--- src/rtl/note_sequencer_if.sv ---
// rtl/note_sequencer_if.sv - control inputs and note/status outputs of note_sequencer
//
// Ports carried by the interface:
//   mode         (3)  game mode code from the mode FSM
//   lane_btn     (4)  lane button levels
//   pushed_store (1)  store/select button level
//   note_count   (6)  notes played so far
//   note_out     (4)  lane pattern of the most recent step
//   note_valid   (1)  one-cycle pulse when note_out updates
//   difficulty   (2)  playback speed select
//   edit_ptr     (6)  next pattern entry to be written
// master: drives the controls and observes the outputs; slave: the sequencer.
interface note_sequencer_if;
  logic [2:0] mode;
  logic [3:0] lane_btn;
  logic       pushed_store;
  logic [5:0] note_count;
  logic [3:0] note_out;
  logic       note_valid;
  logic [1:0] difficulty;
  logic [5:0] edit_ptr;

  modport master (
    output mode, lane_btn, pushed_store,
    input  note_count, note_out, note_valid, difficulty, edit_ptr
  );

  modport slave (
    input  mode, lane_btn, pushed_store,
    output note_count, note_out, note_valid, difficulty, edit_ptr
  );
endinterface

--- src/rtl/note_sequencer.sv ---
// rtl/note_sequencer.sv - per-song note pattern storage and timed playback
//
// Records a SONG_LEN-step lane pattern in EDIT, selects the playback speed in
// DIFF and steps through the pattern in RUN, one note every
// STEP_DIV >> difficulty cycles.
//
// Ports:
//   clk  rising-edge clock
//   rst  synchronous, active-high reset
//   bus  note_sequencer_if.slave (mode, lane_btn, pushed_store in;
//        note_count, note_out, note_valid, difficulty, edit_ptr out)
//
// Build option: NOTE_SEQ_DEFAULT_SONG_EN preloads a lane 0,1,2,3 repeating
// pattern at reset; otherwise the pattern resets to all zeros.
module note_sequencer #(
  parameter int SONG_LEN = 41,
  parameter int STEP_DIV = 1_000_000
) (
  input  logic            clk,
  input  logic            rst,
  note_sequencer_if.slave bus
);

  localparam int CW = $clog2(STEP_DIV);
  localparam logic [5:0] LEN      = 6'(SONG_LEN);
  localparam logic [5:0] PTR_LAST = 6'(SONG_LEN - 1);

  typedef enum logic [2:0] {
    M_IDLE0  = 3'd0,
    M_IDLE   = 3'd1,
    M_EDIT   = 3'd2,
    M_DIFF   = 3'd3,
    M_RUN    = 3'd4,
    M_PAUSE  = 3'd5,
    M_FINISH = 3'd6,
    M_IDLE7  = 3'd7
  } mode_e;

  mode_e mode;
  assign mode = mode_e'(bus.mode);

  logic          s1_q, s1_d, s2_q, s2_d;
  logic [CW-1:0] step_q, step_d;
  logic [5:0]    count_q, count_d;
  logic [3:0]    out_q, out_d;
  logic          valid_q, valid_d;
  logic [1:0]    diff_q, diff_d;
  logic [5:0]    ptr_q, ptr_d;
  logic [3:0]    mem_q [SONG_LEN];
  logic [3:0]    mem_d [SONG_LEN];

  logic          evt;
  logic [CW-1:0] period_m1;

  // Rising edge of the store button, one cycle wide.
  assign evt = s1_q & ~s2_q;

  // P-1 always fits in CW bits even when P itself is a power of two.
  assign period_m1 = CW'((STEP_DIV >> diff_q) - 1);

  always_comb begin
    s1_d    = bus.pushed_store;
    s2_d    = s1_q;
    step_d  = step_q;
    count_d = count_q;
    out_d   = out_q;
    valid_d = 1'b0;
    diff_d  = diff_q;
    ptr_d   = ptr_q;
    mem_d   = mem_q;

    case (mode)
      M_EDIT: begin
        if (evt) begin
          mem_d[ptr_q] = bus.lane_btn;
          ptr_d        = (ptr_q == PTR_LAST) ? 6'd0 : ptr_q + 6'd1;
        end
      end
      M_DIFF: begin
        if (evt) begin
          diff_d = (diff_q == 2'd2) ? 2'd0 : diff_q + 2'd1;
        end
      end
      M_RUN: begin
        // Once the song is complete the counter and count freeze.
        if (count_q < LEN) begin
          // >= keeps the counter bounded if the speed changed mid-song.
          if (step_q >= period_m1) begin
            step_d  = '0;
            out_d   = mem_q[count_q];
            valid_d = 1'b1;
            count_d = count_q + 6'd1;
          end else begin
            step_d = step_q + CW'(1);
          end
        end
      end
      M_PAUSE: begin
      end
      M_FINISH: begin
        out_d = '0;
      end
      default: begin
        // IDLE and the unused codes 0 and 7; pattern and speed are kept.
        count_d = '0;
        step_d  = '0;
        out_d   = '0;
        ptr_d   = '0;
      end
    endcase
  end

  always_ff @(posedge clk) begin
    if (rst) begin
      s1_q    <= 1'b0;
      s2_q    <= 1'b0;
      step_q  <= '0;
      count_q <= '0;
      out_q   <= '0;
      valid_q <= 1'b0;
      diff_q  <= '0;
      ptr_q   <= '0;
      for (int i = 0; i < SONG_LEN; i++) begin
`ifdef NOTE_SEQ_DEFAULT_SONG_EN
        mem_q[i] <= 4'b0001 << (i % 4);
`else
        mem_q[i] <= 4'b0000;
`endif
      end
    end else begin
      s1_q    <= s1_d;
      s2_q    <= s2_d;
      step_q  <= step_d;
      count_q <= count_d;
      out_q   <= out_d;
      valid_q <= valid_d;
      diff_q  <= diff_d;
      ptr_q   <= ptr_d;
      mem_q   <= mem_d;
    end
  end

  assign bus.note_count = count_q;
  assign bus.note_out   = out_q;
  assign bus.note_valid = valid_q;
  assign bus.difficulty = diff_q;
  assign bus.edit_ptr   = ptr_q;

endmodule

--- src/flat_wrapper.sv ---
// flat-port wrapper written by rule: the top's interface ports become plain ports
module note_sequencer_flat 
#(
  parameter int SONG_LEN = 41,
  parameter int STEP_DIV = 1_000_000
)
  (clk, rst, bus_mode, bus_lane_btn, bus_pushed_store, bus_note_count, bus_note_out, bus_note_valid, bus_difficulty, bus_edit_ptr);
  note_sequencer_if bus_i ();
  input  logic clk;
  input  logic rst;
  input wire logic [$bits(bus_i.mode)-1:0] bus_mode;
  input wire logic [$bits(bus_i.lane_btn)-1:0] bus_lane_btn;
  input wire logic [$bits(bus_i.pushed_store)-1:0] bus_pushed_store;
  output wire logic [$bits(bus_i.note_count)-1:0] bus_note_count;
  output wire logic [$bits(bus_i.note_out)-1:0] bus_note_out;
  output wire logic [$bits(bus_i.note_valid)-1:0] bus_note_valid;
  output wire logic [$bits(bus_i.difficulty)-1:0] bus_difficulty;
  output wire logic [$bits(bus_i.edit_ptr)-1:0] bus_edit_ptr;
  assign bus_i.mode = bus_mode;
  assign bus_i.lane_btn = bus_lane_btn;
  assign bus_i.pushed_store = bus_pushed_store;
  assign bus_note_count = bus_i.note_count;
  assign bus_note_out = bus_i.note_out;
  assign bus_note_valid = bus_i.note_valid;
  assign bus_difficulty = bus_i.difficulty;
  assign bus_edit_ptr = bus_i.edit_ptr;
  note_sequencer #(.SONG_LEN(SONG_LEN), .STEP_DIV(STEP_DIV)) u_core (.clk(clk), .rst(rst), .bus(bus_i));
endmodule
--- config.mk ---
export PLATFORM = sky130hd
export DESIGN_NAME = note_sequencer_flat
export DESIGN_NICKNAME = d
export VERILOG_FILES = /design/src/rtl/note_sequencer_if.sv /design/src/rtl/note_sequencer.sv /design/src/flat_wrapper.sv
export SDC_FILE = /design/constraint.sdc
export NUM_CORES = 1
export LEC_CHECK = 0
export ABC_AREA = 1
export CAP_MARGIN = 25
export CORE_UTILIZATION = 25
export DETAILED_ROUTE_END_ITERATION = 8
export GPL_ROUTABILITY_DRIVEN = 0
export PLACE_DENSITY = 0.39
export SYNTH_ARGS = -nofsm -noshare
export SYNTH_HDL_FRONTEND = slang
export SYNTH_SLANG_ARGS = --single-unit
export TNS_END_PERCENT = 5
--- constraint.sdc ---
create_clock -name clk -period 5.1 [get_ports clk]
set_clock_uncertainty 0.05 [all_clocks]
set_input_delay 1.02 -clock clk [delete_from_list [all_inputs] [get_ports clk]]
set_output_delay 1.02 -clock clk [all_outputs]
set_load 0.03 [all_outputs]
Word-level counts from Yosys, hierarchy flattened

Cells that the tools add are included.

Add/sub/neg operators: 5
Magnitude comparators: 5
Equality and inequality tests: 10
Shift-type cells: 1
Multiplexer cells: 20
Bitwise logic cells: 9
Reductions and logical operators: 11

Operators by type and width:

| kind                                                        | count |
|---|---|
| bitwise mux 164 bit                                         | 1 |
| two-way mux 20 bit                                          | 2 |
| case mux 20 bit (2 select lines)                            | 1 |
| binary-select mux 4 bit (select 6 bit)                      | 1 |
| demux 4 bit (select 6 bit)                                  | 1 |
| two-way mux 6 bit                                           | 4 |
| case mux 6 bit (2 select lines)                             | 2 |
| adder 20 x 1 -> 20 bit (second input constant)              | 1 |
| >= comparator 20 bit                                        | 1 |
| two-way mux 4 bit                                           | 5 |
| right shift 20 x 2 -> 20 bit (first input constant)         | 1 |
| subtractor 20 x 2 -> 20 bit (second input constant)         | 1 |
| >= comparator 7 bit (second input constant)                 | 2 |
| inverter 6 -> 7 bit                                         | 2 |
| adder 6 x 1 -> 6 bit (second input constant)                | 2 |
| equality test 3 bit (second input constant)                 | 3 |
| case mux 4 bit (2 select lines)                             | 1 |
| AND reduction 2 bit                                         | 4 |
| OR reduction 4 bit                                          | 2 |
| less-than comparator 7 x 1 -> 1 bit (second input constant) | 1 |
| equality test 3 x 2 -> 1 bit (second input constant)        | 2 |
| equality test 6 bit (second input constant)                 | 1 |
| less-than comparator 6 bit (second input constant)          | 1 |
| != test 2 x 1 -> 1 bit (second input constant)              | 3 |
| other kinds (9)                                             | 16 |

Bits in registers: 205
Output and inout bits: 19
Logic and storage cells: 110

Logic depth before layout (Yosys ltp)

Gate-level depths: netlist (run 1).

Depth in word-level cells: 7
Mapped depth: 18

Least setup slack after synthesis (run 1)

OpenSTA, ideal clock, no wires.

Kind: reg2reg
Start point: register u_core.diff_q[0], in the netlist u_core.bus.difficulty[0]
End point: register u_core.count_q[1], in the netlist u_core.bus.note_count[1]
Arrival time: 2.396 ns
Setup slack: 2.584 ns
Stages on the path, launching flop included: 15
Period minus slack after synthesis: 2.516 ns
Path through: dfxtp_1 -> inv_1 -> ha_1 -> inv_1 -> nand2_1 -> a211oi_1 -> ha_1 -> nand3_1 -> a21oi_1 -> nor2_1 -> nand4_2 -> nand2_2 -> nand2_4 -> buf_6 -> a21oi_1

Word-level cells in the longest chain between the ends: 5

RTL lines:

| item                                    | line                  | RTL |
|---|---|---|
| start: declaration                      | note_sequencer.sv:47  | `logic [1:0] diff_q, diff_d;` |
| start signal: assignment                | note_sequencer.sv:137 | `diff_q <= diff_d;` |
| right shift 20 x 2 -> 20 bit            | note_sequencer.sv:59  | `assign period_m1 = CW'((STEP_DIV >> diff_q) - 1);` |
| subtractor 20 x 2 -> 20 bit             | note_sequencer.sv:59  |  |
| >= comparator 20 bit                    | note_sequencer.sv:88  | `if (step_q >= period_m1) begin` |
| != test 2 x 1 -> 1 bit (no source line) | n/a                   |  |
| AND reduction 3 bit (no source line)    | n/a                   |  |
| end signal: assignment                  | note_sequencer.sv:134 | `count_q <= count_d;` |
| end: declaration                        | note_sequencer.sv:44  | `logic [5:0] count_q, count_d;` |

No other way between the ends.
A chain may end at the register's enable or synchronous reset.

Final worst setup path (run 1)

Start point: register u_core.count_q[1], in the netlist u_core.bus.note_count[1]
End point: output port bus_note_count[1]

RTL lines:

| item             | line               | RTL |
|---|---|---|
| end: declaration | flat_wrapper.sv:14 | `output wire logic [$bits(bus_i.note_count)-1:0] bus_note_count;` |

No word-level cell between the ends.

==> out/qor.txt, run 1 <==
status: complete, no violations
total grt overflow: 0
first-pass GRT wire length: 51.7 mm
Max clock buf depth: 3
Placed Cells: 1,992
slowest cell on the critical path: dfxtp_1
Tot GR Track Use: 15.7%
Residual DRC: 0
initial antenna violation count: 0
Final ANT Viol Nets: 0
Async S/R FF share, synth: 0%
final core utilization: 29.2%
Clock Latency Late Sink: 560 ps
fillers: 4,574
Rows: 74
initial core utilization: 25.4%
most common cell in the synthesized netlist: nand2_1
CP Class: reg2out
clk slew on worst S/H paths: 60 ps
top cells by count, synth: nand2_1 (269), inv_1 (214), dfxtp_1 (205)
Buffers on Ports: 28
Final min period: 3350 ps
Final Cycle Share: 65.7%
final non-filler cell total: 2,040
worst slew pin tran: 963 ps
ranking of synthesized cells by area: dfxtp_1 (39%), nand2_1 (9.7%), a21oi_1 (9.1%)
final non-filler cell area: 12,000 sq um
Post-CTS Setup Repair Bufs: 0
YS warnings: 0
number of max-cap violations: 0
CP Capture Type: output pin
Via density: 4.54
synthesized flop and latch total: 205
largest net degree at the start of global routing: 92
critical path's largest stage delay: 890 ps
Post-synth EDFFs: 0
ratio of cells with drive above 1 in the final layout: 7.49%
CTS resizes: 0
die area: 42,600 sq um
Vias: 9,254
core area: 41,000 sq um
Slew HR: 35.7%
Crit path max-delay family: flip-flops
DP HPWL: 21.8 mm
DR iter-0 viols: 447
worst hold path class: reg2reg
DP Area: 11,100 sq um
crit path DAT: 2280 ps
worst-path fanout max: 17
die height: 206 um
required time worst endpoint: 4030 ps
DR WL/cell: 16.0 um
final hold violations: 0
synthesis-to-layout area growth: 14.9%
cells after synthesis: 1,497
Setup-failing EPs final: 0
CTS tree: built
Syn Nets: 1,537
Synth area leader: dfxtp_1
CP Cell Sequence: clkdlybuf4s50_1
CTS Root Cell: clkbuf_16
layout net count: 1,528
TritonCTS Buffers: 26
CP Launch Type: flop
Crit path buffers/inverters: 1
synthesized cell area: 10,400 sq um
Post-Syn Area per Cell: 6.97 sq um
reg-to-reg slack, setup: 2210 ps
Main synth FF type: dfxtp_1
setup TNS: 0 ps
sequential fraction of the synthesis area: 39.3%
I/O pin total: 29
Multi-input gate area: 5110 sq um
vias in the first global route: 8,777
DIE WIDTH: 206 um
drt pass-1 iters: 5
f_max: 0.298 GHz
WL final: 32.7 mm
count of unique library cells instantiated by Yosys: 46
fin. max-slew vios: 0
RSZ-0062 raised after global routing: no
PwrDens: 319 nW/um^2
VDD IR max: 0.236 mV
clk sinks: 205
total leakage power: 4.62 nW
Antenna diodes: 0
Post-CTS Hold Buffers: 0
Reg area: 4110 sq um
post-synth top area share: 39.3%
H-Tree Depth: 1
## registers in the layout (all words and copies together), names as in the netlist
name	flops
u_core.s2_q	1
u_core.bus.edit_ptr	6
u_core.step_q	20
u_core.mem_q	164
u_core.bus.note_out	4
u_core.bus.note_valid	1
u_core.bus.note_count	6
u_core.bus.difficulty	2
u_core.s1_q	1
## metal layers
metal / global-route usage (%) / vias up / share of wire, %
met5: 0 / - / 0
met4: 3.68 / 0 / 1.5
met3: 2.13 / 35 / 3.8
met2: 24.3 / 159 / 43
met1: 22.7 / 4202 / 51
li1: - / 4858 / -
## tightest hold or removal path, cell delays in order (launching register included)
cell,delay [ps]
dfxtp_1,290
inv_1,60
nor2_1,40
## per-stage QoR
stage | worst slack [ps] | total power (W) | hold slack [ps]
after floorplan | 2580 | 0.00188 | 361
after global placement | 1490 | 0.00199 | 367
after detailed placement | 1800 | 0.00199 | 371
after CTS | 1660 | 0.00389 | 352
after global routing | 1690 | 0.00399 | 370
final | 1750 | 0.00382 | 352
## worst paths after layout
path | start | end | cells past startpoint
min reg2reg | u_core.s1_q$_SDFF_PP0_ | u_core.s2_q$_SDFF_PP0_ | 2
max | u_core.bus.note_count[1]$_SDFFE_PP0P_ | bus_note_count[1] | 1
min | u_core.s1_q$_SDFF_PP0_ | u_core.s2_q$_SDFF_PP0_ | 2
max reg2reg | u_core.bus.note_count[1]$_SDFFE_PP0P_ | u_core.step_q[12]$_SDFFE_PP0P_ | 11
## cells in the final DEF, fill, tap and decap left out, types with 5 or more instances in the layout
cell type        instances
a211oi_1                 5
a21oi_1                190
buf_4                    9
clkbuf_1                 8
clkbuf_16               26
clkbuf_8                 6
clkdlybuf4s50_1         26
dfxtp_1                204
ha_1                    30
inv_1                  213
inv_2                   10
nand2_1                269
nand2_4                  9
nand3_1                141
nand4_1                  8
nor2_1                  77
nor2_2                   9
nor3_1                  17
nor3_2                   5
o211ai_1                 8
o21ai_0                144
o21ai_1                 33
xor2_1                   7
## layout make-up
cell class,count,area share (%)
well taps,532,5.55
multi-input cells,988,42.6
flip-flops and latches,205,34.2
repair buffers,38,3.05
clock buffers,40,6.36
inverters,229,7.29
clock inverters,8,0.897
## power by group
part | internal [W] | total, W | leakage (nW) | switching (W)
Clock | 0.00113 | 0.00188 | 0.424 | 0.000745
Sequential | 0.00161 | 0.00163 | 1.65 | 0.0000194
Combinational | 0.0000868 | 0.000319 | 2.54 | 0.000233
Total | 0.00282 | 0.00382 | 4.62 | 0.000997
## kinds of logic (layout without fill, tap and decap cells)
logic type,count (synthesis),count (layout),share of synthesized area (%)
simple gates,564,564,25.8
flops,205,205,39.3
fa+ha+maj,30,30,3.60
compound gates,384,384,18.8
xor+xnor,9,9,0.755
other cells,1,1,0.0359
buf+inv,304,315,11.7
Note: power is estimated with default switching activity, not from simulation.
==> run 2, diff against run 1 <==
==> constraint.sdc (replaced) <==
create_clock -name clk -period 3.5 [get_ports clk]
set_clock_uncertainty 0.05 [all_clocks]
set_input_delay 0.7 -clock clk [delete_from_list [all_inputs] [get_ports clk]]
set_output_delay 0.7 -clock clk [all_outputs]
set_load 0.03 [all_outputs]
==> run 2 against run 1 <==
Net effect:
- sequential share of layout area shrank 0.25 points
- largest cell class unchanged
- via count rose by 0.52%
- design area up 0.74%
==> out/qor.txt, run 2 (synthesis gave the netlist of run 1 again) <==
status: complete, no violations
Final Cycle Share: 81.9%
core area: 41,000 sq um (unchanged)
Via density: 4.54 (about the same)
layout net count: 1,539 (+0.72%)
crit path launch: u_core.bus.edit_ptr[0]$_SDFFE_PP0P_
DIE WIDTH: 206 um (unchanged)
setup TNS: 0 ps (unchanged)
final core utilization: 29.5% (+0.22 points)
required time worst endpoint: 2750 ps (-1280 ps)
WL final: 33.5 mm (+2.3%)
ratio of cells with drive above 1 in the final layout: 7.98% (+0.48 points)
largest net degree at the start of global routing: 101 (+9.8%)
CTS tree: built
fin. max-slew vios: 0 (unchanged)
Antenna diodes: 0 (unchanged)
hold_sp: u_core.s1_q$_SDFF_PP0_
Crit path max-delay family: buffers and inverters
crit path DAT: 2120 ps (-160 ps)
Residual DRC: 0 (unchanged)
worst slew pin tran: 996 ps (+32.1 ps)
final hold violations: 0 (unchanged)
Tot GR Track Use: 16.0% (+0.33 points)
clk sinks: 205 (unchanged)
synthesis-to-layout area growth: 15.7%
clk slew on worst S/H paths: 60 ps (about the same)
DR WL/cell: 16.3 um (+1.8%)
critical path's largest stage delay: 810 ps (-80 ps)
Final ANT Viol Nets: 0 (unchanged)
setup ws final: 632 ps (-1120 ps)
Post-CTS Hold Buffers: 0 (unchanged)
Top reg by flops: u_core.mem_q
Top Registers: u_core.mem_q (164), u_core.step_q (20)
Max clock buf depth: 3 (unchanged)
CP Cell Sequence: clkdlybuf4s50_1
die area: 42,600 sq um (unchanged)
reg-to-reg slack, setup: 890 ps (-1320 ps)
max reg flops: 164 (unchanged)
Vias: 9,302 (+0.52%)
hold slack: 381 ps (+29.4 ps)
CP Launch Type: flop
Buffers on Ports: 28 (unchanged)
worst hold path class: reg2reg
CP Class: reg2out
DR iter-0 viols: 492 (+10%)
R2R Path Start: u_core.bus.difficulty[0]$_SDFFE_PP0P_
drt pass-1 iters: 4 (-1)
first-pass GRT wire length: 52.5 mm (+1.5%)
CP Capture Type: output pin
total leakage power: 4.68 nW (+1.2%)
Crit path buffers/inverters: 1 (unchanged)
initial core utilization: 25.4% (unchanged)
worst-path fanout max: 10 (-7)
PwrDens: 466 nW/um^2 (+46%)
Rows: 74 (unchanged)
DP HPWL: 22.2 mm (+2.3%)
Clock Latency Late Sink: 560 ps (about the same)
Post-CTS Setup Repair Bufs: 0 (unchanged)
vias in the first global route: 8,826 (+0.56%)
die height: 206 um (unchanged)
Final min period: 2870 ps
I/O pin total: 29 (unchanged)
f_max: 0.349 GHz
CTS Root Cell: clkbuf_16
total grt overflow: 0 (unchanged)
most common cell after layout, fill and taps aside: nand2_1
Slew HR: 33.6% (-2.1 points)
H-Tree Depth: 1 (unchanged)
Placed Cells: 2,002 (+0.50%)
VDD IR max: 0.332 mV (+41%)
dpl ws: 807 ps (-994 ps)
initial antenna violation count: 0 (unchanged)
final non-filler cell total: 2,049 (+0.44%)
CTS resizes: 0 (unchanged)
most frequent cells in the layout: nand2_1 (269), inv_1 (213), dfxtp_1 (204), a21oi_1 (190), o21ai_0 (144)
slowest cell on the critical path: clkdlybuf4s50_1
TritonCTS Buffers: 27 (+3.8%)
RSZ-0062 raised after global routing: no
number of max-cap violations: 0 (unchanged)
Setup-failing EPs final: 0 (unchanged)
run 2: cell count changes in the layout (fill, tap and decap cells not counted):
cell / change
clkbuf_16: +1
buf_4: +9
clkinv_4: -1
clkinv_8: -1
buf_16: -1
inv_4: +1
buf_12: +2
clkbuf_1: +1
inv_16: +1
clkinvlp_4: -1
inv_6: -1
clkinv_2: -1
run 2: power by group:
part | internal, W | switching, W | leakage [nW]
Sequential | 0.00234 | 0.0000173 | 1.65
Clock | 0.00169 | 0.00108 | 0.432
Combinational | 0.000136 | 0.000360 | 2.59
run 2: area by class of cell:
type | count | area, sq um
Multi-Input combinational cell | 988 | 5110
Timing Repair Buffer | 48 | 445
Sequential cell | 205 | 4110
Clock inverter | 5 | 90.1
Inverter | 229 | 872
Clock buffer | 42 | 792
Fill cell | 4557 | 28900
Tap cell | 532 | 666
run 2: routing by layer:
layer  up-vias  part of all wire (%)  track usage, %
li1       4875                     -               -
met1      4244                    51            22.8
met2       149                    44            25.6
met3        34                   3.4            1.88
met4         0                   1.6            3.83
met5         -                     0               0
run 2: per-stage QoR:
step	power, W	area (sq um)
3_3_place_gp	0.00291	11200
6_report	0.00563	12100
2_1_floorplan	0.00274	10400
3_5_place_dp	0.00291	11200
4_1_cts	0.00574	12100
5_1_grt	0.00588	12100
run 2: path summary, 6_finish.rpt:
| check | to | depth (start not counted) |
|---|---|---|
| worst min register to register | u_core.s2_q$_SDFF_PP0_ | 2 |
| worst min-delay path | u_core.s2_q$_SDFF_PP0_ | 2 |
| worst max-delay path | bus_edit_ptr[0] | 1 |
| worst max register to register | u_core.step_q[14]$_SDFFE_PP0P_ | 13 |
==> run 3, diff against run 2 <==
--- a/config.mk
+++ b/config.mk
@@ -10,7 +10,7 @@
 export CORE_UTILIZATION = 25
 export DETAILED_ROUTE_END_ITERATION = 8
 export GPL_ROUTABILITY_DRIVEN = 0
-export PLACE_DENSITY = 0.39
+export PLACE_DENSITY = 0.4
 export SYNTH_ARGS = -nofsm -noshare
 export SYNTH_HDL_FRONTEND = slang
 export SYNTH_SLANG_ARGS = --single-unit
==> constraint.sdc (replaced) <==
create_clock -name clk -period 2.56 [get_ports clk]
set_clock_uncertainty 0.05 [all_clocks]
set_input_delay 0.512 -clock clk [delete_from_list [all_inputs] [get_ports clk]]
set_output_delay 0.512 -clock clk [all_outputs]
set_load 0.03 [all_outputs]
==> run 3 against run 2 <==
Net effect:
- the run now ends with design-rule violations left
- cell count increased by 1.5%
- critical path depth unchanged
- routed wire length decreased by 0.54%
- total power increased by 40%
- critical path type unchanged
- critical endpoint is now bus_edit_ptr[3]
- largest power group unchanged
==> out/qor.txt, run 3 (synthesis gave the netlist of run 1 again) <==
status: finished, violations left
failing checks: design-rule violations
Sequential Power Share: 40.8% (-1.1 points)
most frequent cells in the layout: nand2_1 (269), inv_1 (212), dfxtp_1 (202), a21oi_1 (190), o21ai_0 (144)
CP Class: reg2out
Post-CTS Hold Buffers: 0 (unchanged)
Clk pwr share: 50.2% (+0.9 points)
Clock Latency Late Sink: 570 ps (about the same)
initial core utilization: 25.4% (unchanged)
Top reg by flops: u_core.mem_q
Final min period: 2440 ps
setup TNS: 0 ps (unchanged)
worst-path fanout max: 8 (-2)
fin. max-slew vios: 0 (unchanged)
Switching Fraction: 26.2% (+0.26 points)
ratio of cells with drive above 1 in the final layout: 10.5% (+2.5 points)
die area: 42,600 sq um (unchanged)
Rows: 74 (unchanged)
worst slew pin tran: 675 ps (-320 ps)
DR WL/cell: 16.0 um (-2.0%)
H-Tree Depth: 1 (unchanged)
Via density: 4.52 (-0.46%)
worst hold path class: reg2reg
slowest cell on the critical path: clkdlybuf4s50_1
Vias: 9,399 (+1.0%)
Setup-failing EPs final: 0 (unchanged)
cell-internal power: 0.00582 W (+39%)
total leakage power: 4.87 nW (+4.1%)
total grt overflow: 0 (unchanged)
Max clock buf depth: 3 (unchanged)
Slew HR: 54.9% (+21 points)
vias in the first global route: 8,935 (+1.2%)
die height: 206 um (unchanged)
DR iter-0 viols: 468 (-4.9%)
Buffers on Ports: 28 (unchanged)
DP Area: 11,500 sq um (+2.3%)
Post-CTS Setup Repair Bufs: 0 (unchanged)
Tot GR Track Use: 16.0% (-0.050 points)
CTS tree: built
fillers: 4,544 (-0.29%)
clk slew on worst S/H paths: 60 ps (about the same)
R2R Path Start: u_core.bus.difficulty[0]$_SDFFE_PP0P_
DIE WIDTH: 206 um (unchanged)
WL final: 33.3 mm (-0.54%)
clk sinks: 205 (unchanged)
Final ANT Viol Nets: 0 (unchanged)
Final Cycle Share: 95.4%
Top Registers: u_core.mem_q (164), u_core.step_q (20)
Crit. path cell count: 1 (unchanged)
Crit path max-delay family: buffers and inverters
number of max-cap violations: 0 (unchanged)
worst flop-to-flop path endpoint: u_core.bus.note_out[1]$_SDFFE_PP0P_
I/O pin total: 29 (unchanged)
PwrDens: 634 nW/um^2 (+36%)
drt pass-1 iters: 7 (+3)
NetSw: 0.00206 W (+41%)
VDD IR max: 0.550 mV (+66%)
synthesis-to-layout area growth: 19.0%
part of the power in combinational logic: 9.1% (+0.3 points)
CP Launch Type: flop
crit path DAT: 1880 ps (-240 ps)
CP Cell Sequence: clkdlybuf4s50_1
CP Capture Type: output pin
RSZ-0062 raised after global routing: no
most common cell after layout, fill and taps aside: nand2_1
required time worst endpoint: 2000 ps (-750 ps)
initial antenna violation count: 0 (unchanged)
core area: 41,000 sq um (unchanged)
first-pass GRT wire length: 52.5 mm (+0.13%)
critical path's largest stage delay: 760 ps (-50 ps)
TritonCTS Buffers: 27 (unchanged)
CTS Root Cell: clkbuf_16
Residual DRC: 4 (+4)
Crit path buffers/inverters: 1 (unchanged)
final non-filler cell total: 2,080 (+1.5%)
DP HPWL: 22.3 mm (+0.44%)
largest net degree at the start of global routing: 92 (-8.9%)
Placed Cells: 2,029 (+1.3%)
layout net count: 1,566 (+1.8%)
max reg flops: 164 (unchanged)
reg2reg path depth: 14 (+1)
final non-filler cell area: 12,400 sq um (+2.8%)
f_max: 0.410 GHz
Worst Setup EP: bus_edit_ptr[3]
crit path launch: u_core.bus.edit_ptr[3]$_SDFFE_PP0P_
reg-to-reg slack, setup: 250 ps (-640 ps)
final hold violations: 0 (unchanged)
[run 3: changes by cell type in the layout (fill, tap and decap cells not counted), moves of 3 or more]
cell / before / now
buf_12: 2 / 6
buf_4: 18 / 42
clkbuf_1: 9 / 3
clkbuf_8: 6 / 9
clkinv_2: 2 / 5
clkinvlp_4: 0 / 3
[run 3: worst register-to-register path, delay by kind of cell (launching register included)]
family / cells / cell delay (ps)
AND/OR/NAND/NOR: 7 / 890
flip-flops: 1 / 330
adder cells (fa/ha/maj): 2 / 350
AO/OA/AOI/OAI: 2 / 320
buffers and inverters: 3 / 300
[run 3: metrics by stage]
step	hold WS, ps	setup slack [ps]	utilization, %	total power (W)
2_1_floorplan	361	43.8	-	0.00374
3_3_place_gp	368	90.7	27.9	0.00401
3_5_place_dp	370	73.1	27.9	0.00401
4_1_cts	374	82.9	30.2	0.00802
5_1_grt	399	15.7	30.3	0.00822
6_report	378	118	30.3	0.00788
[run 3: routing by layer]
| layer | share of wire [%] | vias to the layer above | GRT usage, % |
|---|---|---|---|
| met5 | 0 | - | 0 |
| met4 | 2.1 | 0 | 4.31 |
| met3 | 3.4 | 47 | 1.96 |
| met2 | 44 | 145 | 25.2 |
| met1 | 51 | 4271 | 22.7 |
| li1 | - | 4936 | - |
[run 3: worst min-delay path by stage]
stage                           start                endpoint  cells past startpoint  slack [ps]
6_report       u_core.s1_q$_SDFF_PP0_  u_core.s2_q$_SDFF_PP0_                      2         380
5_1_grt              bus_pushed_store  u_core.s1_q$_SDFF_PP0_                      3         400
4_1_cts              bus_pushed_store  u_core.s1_q$_SDFF_PP0_                      3         370
3_5_place_dp   u_core.s1_q$_SDFF_PP0_  u_core.s2_q$_SDFF_PP0_                      2         370
3_3_place_gp   u_core.s1_q$_SDFF_PP0_  u_core.s2_q$_SDFF_PP0_                      2         370
2_1_floorplan  u_core.s1_q$_SDFF_PP0_  u_core.s2_q$_SDFF_PP0_                      2         360
[run 3: layout make-up]
class                           instances  area (sq um)  share of cell area (%)
Clock inverter                         11           128                    1.03
Multi-Input combinational cell        988          5140                    41.4
Tap cell                              532           666                    5.36
Antenna cell                            1          2.50                  0.0201
Clock buffer                           39           811                    6.52
Sequential cell                       205          4110                    33.1
Timing Repair Buffer                   75           698                    5.62
Inverter                              229           872                    7.02
[run 3: timing repair]
item                                    CTS  global route
endpoints found under the setup margin    3            29
pin swaps                                 0             4
resized for setup                         3             7
[run 3: power by group through the flow]
stage / clock network (W) / logic (W) / registers [W]
floorplan: 0 / 0.000454 / 0.00329
global placement: 0 / 0.000731 / 0.00328
detailed placement: 0 / 0.000723 / 0.00328
CTS: 0.00409 / 0.000724 / 0.00321
global route: 0.00420 / 0.000802 / 0.00321
finish: 0.00395 / 0.000715 / 0.00321
